===== src/rtl/obi_sram_adapter_pkg.sv =====
// rtl/obi_sram_adapter_pkg.sv - shared state type and word-decode helper for obi_sram_adapter
package obi_sram_adapter_pkg;

   typedef enum logic [1:0] {
      IDLE = 2'd0,
      WAIT = 2'd1,
      RSP  = 2'd2
   } state_e;

   localparam int unsigned DEFAULT_DATA_WIDTH = 32;
   localparam int unsigned OFF_BITS           = $clog2(DEFAULT_DATA_WIDTH / 8);

   function automatic logic [31:0] word_index(input logic [31:0] off, input int unsigned off_bits);
      return off >> off_bits;
   endfunction

endpackage


===== src/rtl/obi_sram_adapter.sv =====
// rtl/obi_sram_adapter.sv - OBI subordinate to single-port SRAM req/gnt/rvalid adapter, one outstanding
// Optional handshake parity checking is enabled by defining OBI_SRAM_ADAPTER_PARCHK_EN.
module obi_sram_adapter
   import obi_sram_adapter_pkg::*;
#(
   parameter int unsigned DATA_WIDTH = DEFAULT_DATA_WIDTH,
   parameter int unsigned NUM_WORDS  = 1024,
   parameter logic [31:0] BASE_ADDR  = 32'h0
) (
   input  logic                          clk_i,
   input  logic                          rst_i,
   input  logic                          obi_req_i,
   output logic                          obi_gnt_o,
   input  logic [31:0]                   obi_addr_i,
   input  logic                          obi_we_i,
   input  logic [DATA_WIDTH/8-1:0]       obi_be_i,
   input  logic [DATA_WIDTH-1:0]         obi_wdata_i,
   output logic                          obi_rvalid_o,
   input  logic                          obi_rready_i,
   output logic [DATA_WIDTH-1:0]         obi_rdata_o,
   output logic                          obi_err_o,
   output logic                          sram_req_o,
   output logic                          sram_we_o,
   output logic [$clog2(NUM_WORDS)-1:0]  sram_addr_o,
   output logic [DATA_WIDTH-1:0]         sram_wdata_o,
   output logic [DATA_WIDTH/8-1:0]       sram_be_o,
   output logic                          sram_rready_o,
   input  logic                          sram_gnt_i,
   input  logic                          sram_gntpar_i,
   input  logic                          sram_rvalid_i,
   input  logic                          sram_rvalidpar_i,
   input  logic [DATA_WIDTH-1:0]         sram_rdata_i,
   output logic                          fault_o
);

   localparam int unsigned AW            = $clog2(NUM_WORDS);
   localparam int unsigned WORD_OFF_BITS = $clog2(DATA_WIDTH / 8);
   localparam logic [31:0] LOW_MASK      = (32'd1 << WORD_OFF_BITS) - 32'd1;

   state_e                  state_q, state_d;
   logic [31:0]             off, word;
   logic                    bad, take, fault_now;
   logic                    we_q, err_pend_q, fault_q;
   logic                    rsp_err_q;
   logic [DATA_WIDTH-1:0]   rsp_rdata_q;

   assign off  = obi_addr_i - BASE_ADDR;
   assign word = word_index(off, WORD_OFF_BITS);
   assign bad  = (obi_addr_i < BASE_ADDR) | (word >= 32'(NUM_WORDS)) | ((off & LOW_MASK) != 32'h0);
   // Errors are granted without the SRAM, good requests need the SRAM grant in the same cycle.
   assign take = obi_req_i & (bad | sram_gnt_i);

`ifdef OBI_SRAM_ADAPTER_PARCHK_EN
   assign fault_now = ~(sram_gnt_i ^ sram_gntpar_i) | ~(sram_rvalid_i ^ sram_rvalidpar_i);
`else
   logic unused_par;
   assign unused_par = sram_gntpar_i ^ sram_rvalidpar_i;
   assign fault_now  = 1'b0;
`endif

   always_ff @(posedge clk_i) begin
      if (rst_i) begin
         state_q <= IDLE;
      end else begin
         state_q <= state_d;
      end
   end

   always_comb begin
      state_d = state_q;
      unique case (state_q)
         IDLE:    if (take) state_d = bad ? RSP : WAIT;
         WAIT:    if (sram_rvalid_i) state_d = RSP;
         RSP:     if (obi_rready_i) state_d = IDLE;
         default: state_d = IDLE;
      endcase
   end

   // sram_rready_o stays high in IDLE so a stale response left over from a reset is drained.
   always_comb begin
      obi_gnt_o     = 1'b0;
      sram_req_o    = 1'b0;
      sram_rready_o = 1'b0;
      unique case (state_q)
         IDLE: begin
            obi_gnt_o     = bad | sram_gnt_i;
            sram_req_o    = obi_req_i & ~bad & sram_gnt_i;
            sram_rready_o = 1'b1;
         end
         WAIT:    sram_rready_o = 1'b1;
         default: ;
      endcase
   end

   always_ff @(posedge clk_i) begin
      if (rst_i) begin
         we_q        <= 1'b0;
         err_pend_q  <= 1'b0;
         rsp_err_q   <= 1'b0;
         rsp_rdata_q <= '0;
      end else if (state_q == IDLE && take) begin
         we_q       <= obi_we_i;
         err_pend_q <= fault_now;
         if (bad) begin
            rsp_err_q   <= 1'b1;
            rsp_rdata_q <= '0;
         end
      end else if (state_q == WAIT) begin
         if (sram_rvalid_i) begin
            rsp_err_q   <= err_pend_q | fault_now;
            rsp_rdata_q <= (we_q | err_pend_q | fault_now) ? '0 : sram_rdata_i;
         end else begin
            err_pend_q <= err_pend_q | fault_now;
         end
      end
   end

   always_ff @(posedge clk_i) begin
      if (rst_i) begin
         fault_q <= 1'b0;
      end else if (fault_now) begin
         fault_q <= 1'b1;
      end
   end

   assign obi_rvalid_o = (state_q == RSP);
   assign obi_rdata_o  = rsp_rdata_q;
   assign obi_err_o    = rsp_err_q;
   assign fault_o      = fault_q;

   assign sram_we_o    = obi_we_i;
   assign sram_addr_o  = word[AW-1:0];
   assign sram_wdata_o = obi_wdata_i;
   assign sram_be_o    = obi_be_i;

endmodule

===== config.mk =====
export PLATFORM = sky130hd
export DESIGN_NAME = obi_sram_adapter
export DESIGN_NICKNAME = d
export VERILOG_FILES = /design/src/rtl/obi_sram_adapter_pkg.sv /design/src/rtl/obi_sram_adapter.sv
export SDC_FILE = /design/constraint.sdc
export NUM_CORES = 1
export LEC_CHECK = 0
export ABC_AREA = 1
export BUFFER_PORTS_ARGS = -buffer_cell sky130_fd_sc_hd__buf_2
export CAP_MARGIN = 20
export CORE_MARGIN = 5
export CORE_UTILIZATION = 40
export DETAILED_ROUTE_END_ITERATION = 6
export PLACE_DENSITY = 0.92
export SLEW_MARGIN = 20
export SYNTH_ARGS = -nofsm -noshare
export SYNTH_HDL_FRONTEND = slang
export SYNTH_SLANG_ARGS = --single-unit

===== constraint.sdc =====
create_clock -name clk_i -period 1.95 [get_ports clk_i]
set_input_delay 0.4875 -clock clk_i [delete_from_list [all_inputs] [get_ports clk_i]]
set_output_delay 0.4875 -clock clk_i [all_outputs]
set_load 0.01 [all_outputs]

==> reports/summary.txt <==
R2r startpoint: state_q[0]$_SDFFE_PP0P_
Crit path depth: 6
Syn-to-layout area delta: 13.4%
Mapped Nets: 489
Crit-path leading delay family: simple AND/OR/NAND/NOR gates
Xor and xnor fraction of the mapped netlist area: 0%
Finished Layout Cells: 506
I/O Buffers: 98
Hold Vio Cnt, Final: 0
Crit Path Class: input port to output pin
CTS sink cnt: 36
Deepest clock path buffer count: 2
Peak Freq: 539 MHz
Critical Path Max Stage Delay: 0.25 ns
CP Capture Type: output pin
Area share of and/or/nand/nor cells after synthesis: 42.0%
Final net count: 539
CTS root buf: clkbuf_8
Post-synthesis compound-gate area fraction: 0.830%
Most frequent cells after synthesis: nor2_1 (99), nand2_1 (78), buf_4 (49)
Initial drt markers: 69
Gp weighted congestion: 0.774
Type of origin of the critical path: input port
Area share of the largest cell type after synthesis: 29.9%
FP Rows: 28
Area share of fa/ha/maj cells after synthesis: 0%
Clock period minus worst slack: 1.86 ns
Dominant synthesized flop cell: dfxtp_1
Dominant cell type by area after synthesis: dfxtp_1
HPWL after DPL: 4360 um
Hold Path Class: input port to register
Die area: 7680 sq um
Synth Area per Inst: 6.34 sq um
First-pass GRT wire length: 9410 um
Pre-antenna DRT Iters: 5
CP most frequent cell: buf_2
Post-synth EDFFs: 0
Met2 Routed Length: 2810 um
Vias in the first global route: 2164
Hold_buf cts: 0
Final hold slack: 0.380 ns
FF-to-FF path depth: 7
Routed wire per std cell: 11.4 um
Final count of pins violating max slew: 0
Worst path bufs/invs: 2
Initial core utilization: 41.0%
Worst VDD drop: 0.472 mV
Tcrit/Tclk final: 95.1%
Vias per cell: 4.50
Post-synthesis mux area share: 0%
Die W: 87.6 um
Critical Path Sink: obi_gnt_o
Largest net degree at the start of global routing: 26
H-Tree Level Count: 2
Crit path launch: obi_addr_i[13]
Critical Path RT: 1.46 ns
RSZ-0062 raised after global routing: no
Post-Synthesis Cells: 380
Reg2Reg Setup Slack: 0.47 ns
Cell Area, Synth: 2410 sq um
Outcome: complete, no violations
# diodes: 0
Seq/Total Area, Yosys: 29.9%
Max FO, Critical Path: 3
Worst-skew pair later-pin latency: 0.28 ns
Total number of vias: 2275
Leakage: 1.68 nW
CTS tree: yes
GR Util All Layers: 15.3%
Top-Level Pins: 194
Fraction of layout cells with a size suffix above 1: 28.3%
Worst Skew: 0.00645 ns
Yosys reg bits: 36
Core Util, Final: 46.4%
Initial antenna violation count: 0
Total power: 0.00222 W
Max layer used: met4
CP max-delay cell: or2_1
Setup TNS: 0 ns
Main combinational cell family by area after synthesis: simple AND/OR/NAND/NOR gates
Wire length on met1: 2370 um
Inserted Clock Buffers: 5
Die height: 87.6 um
# DRC: 0
Critical-path cell list: buf_2 -> or2_1 -> nor2_4 -> nand4_4 -> and2_1 -> buf_2
Ranking of synthesized cells by area: dfxtp_1 (30%), nor2_1 (15%), buf_4 (15%)
Syn. warnings: 0
Final ANT Viol Nets: 0
Routed wl met3: 504 um
Synth cell types: 26
Max-cap viol count: 0
Grt total ovfl: 0
Async S/R FF share, synth: 0%
Worst Path Arrival: 1.37 ns
Final setup fails: 0
RR Endpoint: obi_rdata_o[1]$_SDFFE_PP0P_
PD cells: 811 nW/um^2
Core area: 5890 sq um
Final wirelength: 5770 um
Most frequent cell after synthesis: nor2_1
Clock transition at the registers of the reported paths: 0.07 ns
Cells after DPL: 498
[state kept, by name, indices dropped and copies added (netlist names)]
signal and count:
obi_err_o 1, obi_rdata_o 32, state_q 2, we_q 1
[worst register-to-register path, cell delays in order (launching register included)]
cell and delay, ns:
dfxtp_1 0.34, nor2_1 0.23, buf_4 0.18, nand4_2 0.17
nand2_4 0.25, nand2_1 0.10, nand2_1 0.07, nor2_1 0.04
[timing repair]
item	CTS	global route
setup endpoints to repair	0	1
gates resized for setup	0	1
buffers inserted	0	0
[layout make-up]
type / instances / area, sq um
multi-input cells: 230 / 1040
repair buffers: 108 / 603
inverters: 49 / 184
well taps: 75 / 93.8
clock buffers: 8 / 90.1
fillers: 610 / 3150
flip-flops and latches: 36 / 721
[report_power, final]
| part | leakage, nW | switching (W) | internal [W] | total (W) |
|---|---|---|---|---|
| logic | 1.33 | 0.000449 | 0.000340 | 0.000790 |
| registers | 0.298 | 0.0000512 | 0.000845 | 0.000896 |
| clock network | 0.0455 | 0.000244 | 0.000288 | 0.000532 |
[cell families after synthesis]
logic type	Yosys count
buffers and inverters	114
AND/OR/NAND/NOR	225
flip-flops	36
other	1
AO/OA/AOI/OAI	4
[layer usage]
metal	vias to the layer above	track usage (%)
met4	0	5.16
met2	98	27.8
met1	988	17.0
met5	-	0
li1	1175	-
met3	14	4.14
[layout by cell type, fill, tap and decap left out]
master     n
dfxtp_1   36
nor2_2     1
clkinv_1   1
buf_2     98
nand2_2    1
nand2_4    1
inv_1     48
and2_1     1
nor2_4     2
nand2_1   78
a21oi_1    2
nand3_4    1
nand3_1   14
buf_4      7
nor3_1     1
clkbuf_8   6
o21ai_0    1
or2_1      2
nand4_2    1
o21ai_1    1
buf_12     3
nand4_4    1
conb_1     1
nor2_1    99
clkbuf_1   2
nand4_1    2
nand3b_1  20
[per-stage QoR]
stage               worst slack (ns)  cell area [sq um]
CTS                           0.0863               2730
finish                        0.0948               2730
global placement              0.0889               2640
floorplan                      0.256               2410
detailed placement            0.0226               2640
global route                0.000649               2730
[how the worst min path moves through the flow]
stage,cells after the start,slack [ns],to,startpoint
floorplan,2,0.48,obi_err_o$_SDFFE_PP0P_,obi_err_o$_SDFFE_PP0P_
global placement,2,0.46,obi_err_o$_SDFFE_PP0P_,obi_err_o$_SDFFE_PP0P_
detailed placement,2,0.46,obi_err_o$_SDFFE_PP0P_,obi_err_o$_SDFFE_PP0P_
CTS,2,0.37,obi_err_o$_SDFFE_PP0P_,rst_i
global route,2,0.38,obi_err_o$_SDFFE_PP0P_,rst_i
finish,2,0.38,obi_err_o$_SDFFE_PP0P_,rst_i
Note: power is estimated with default switching activity, not from simulation.
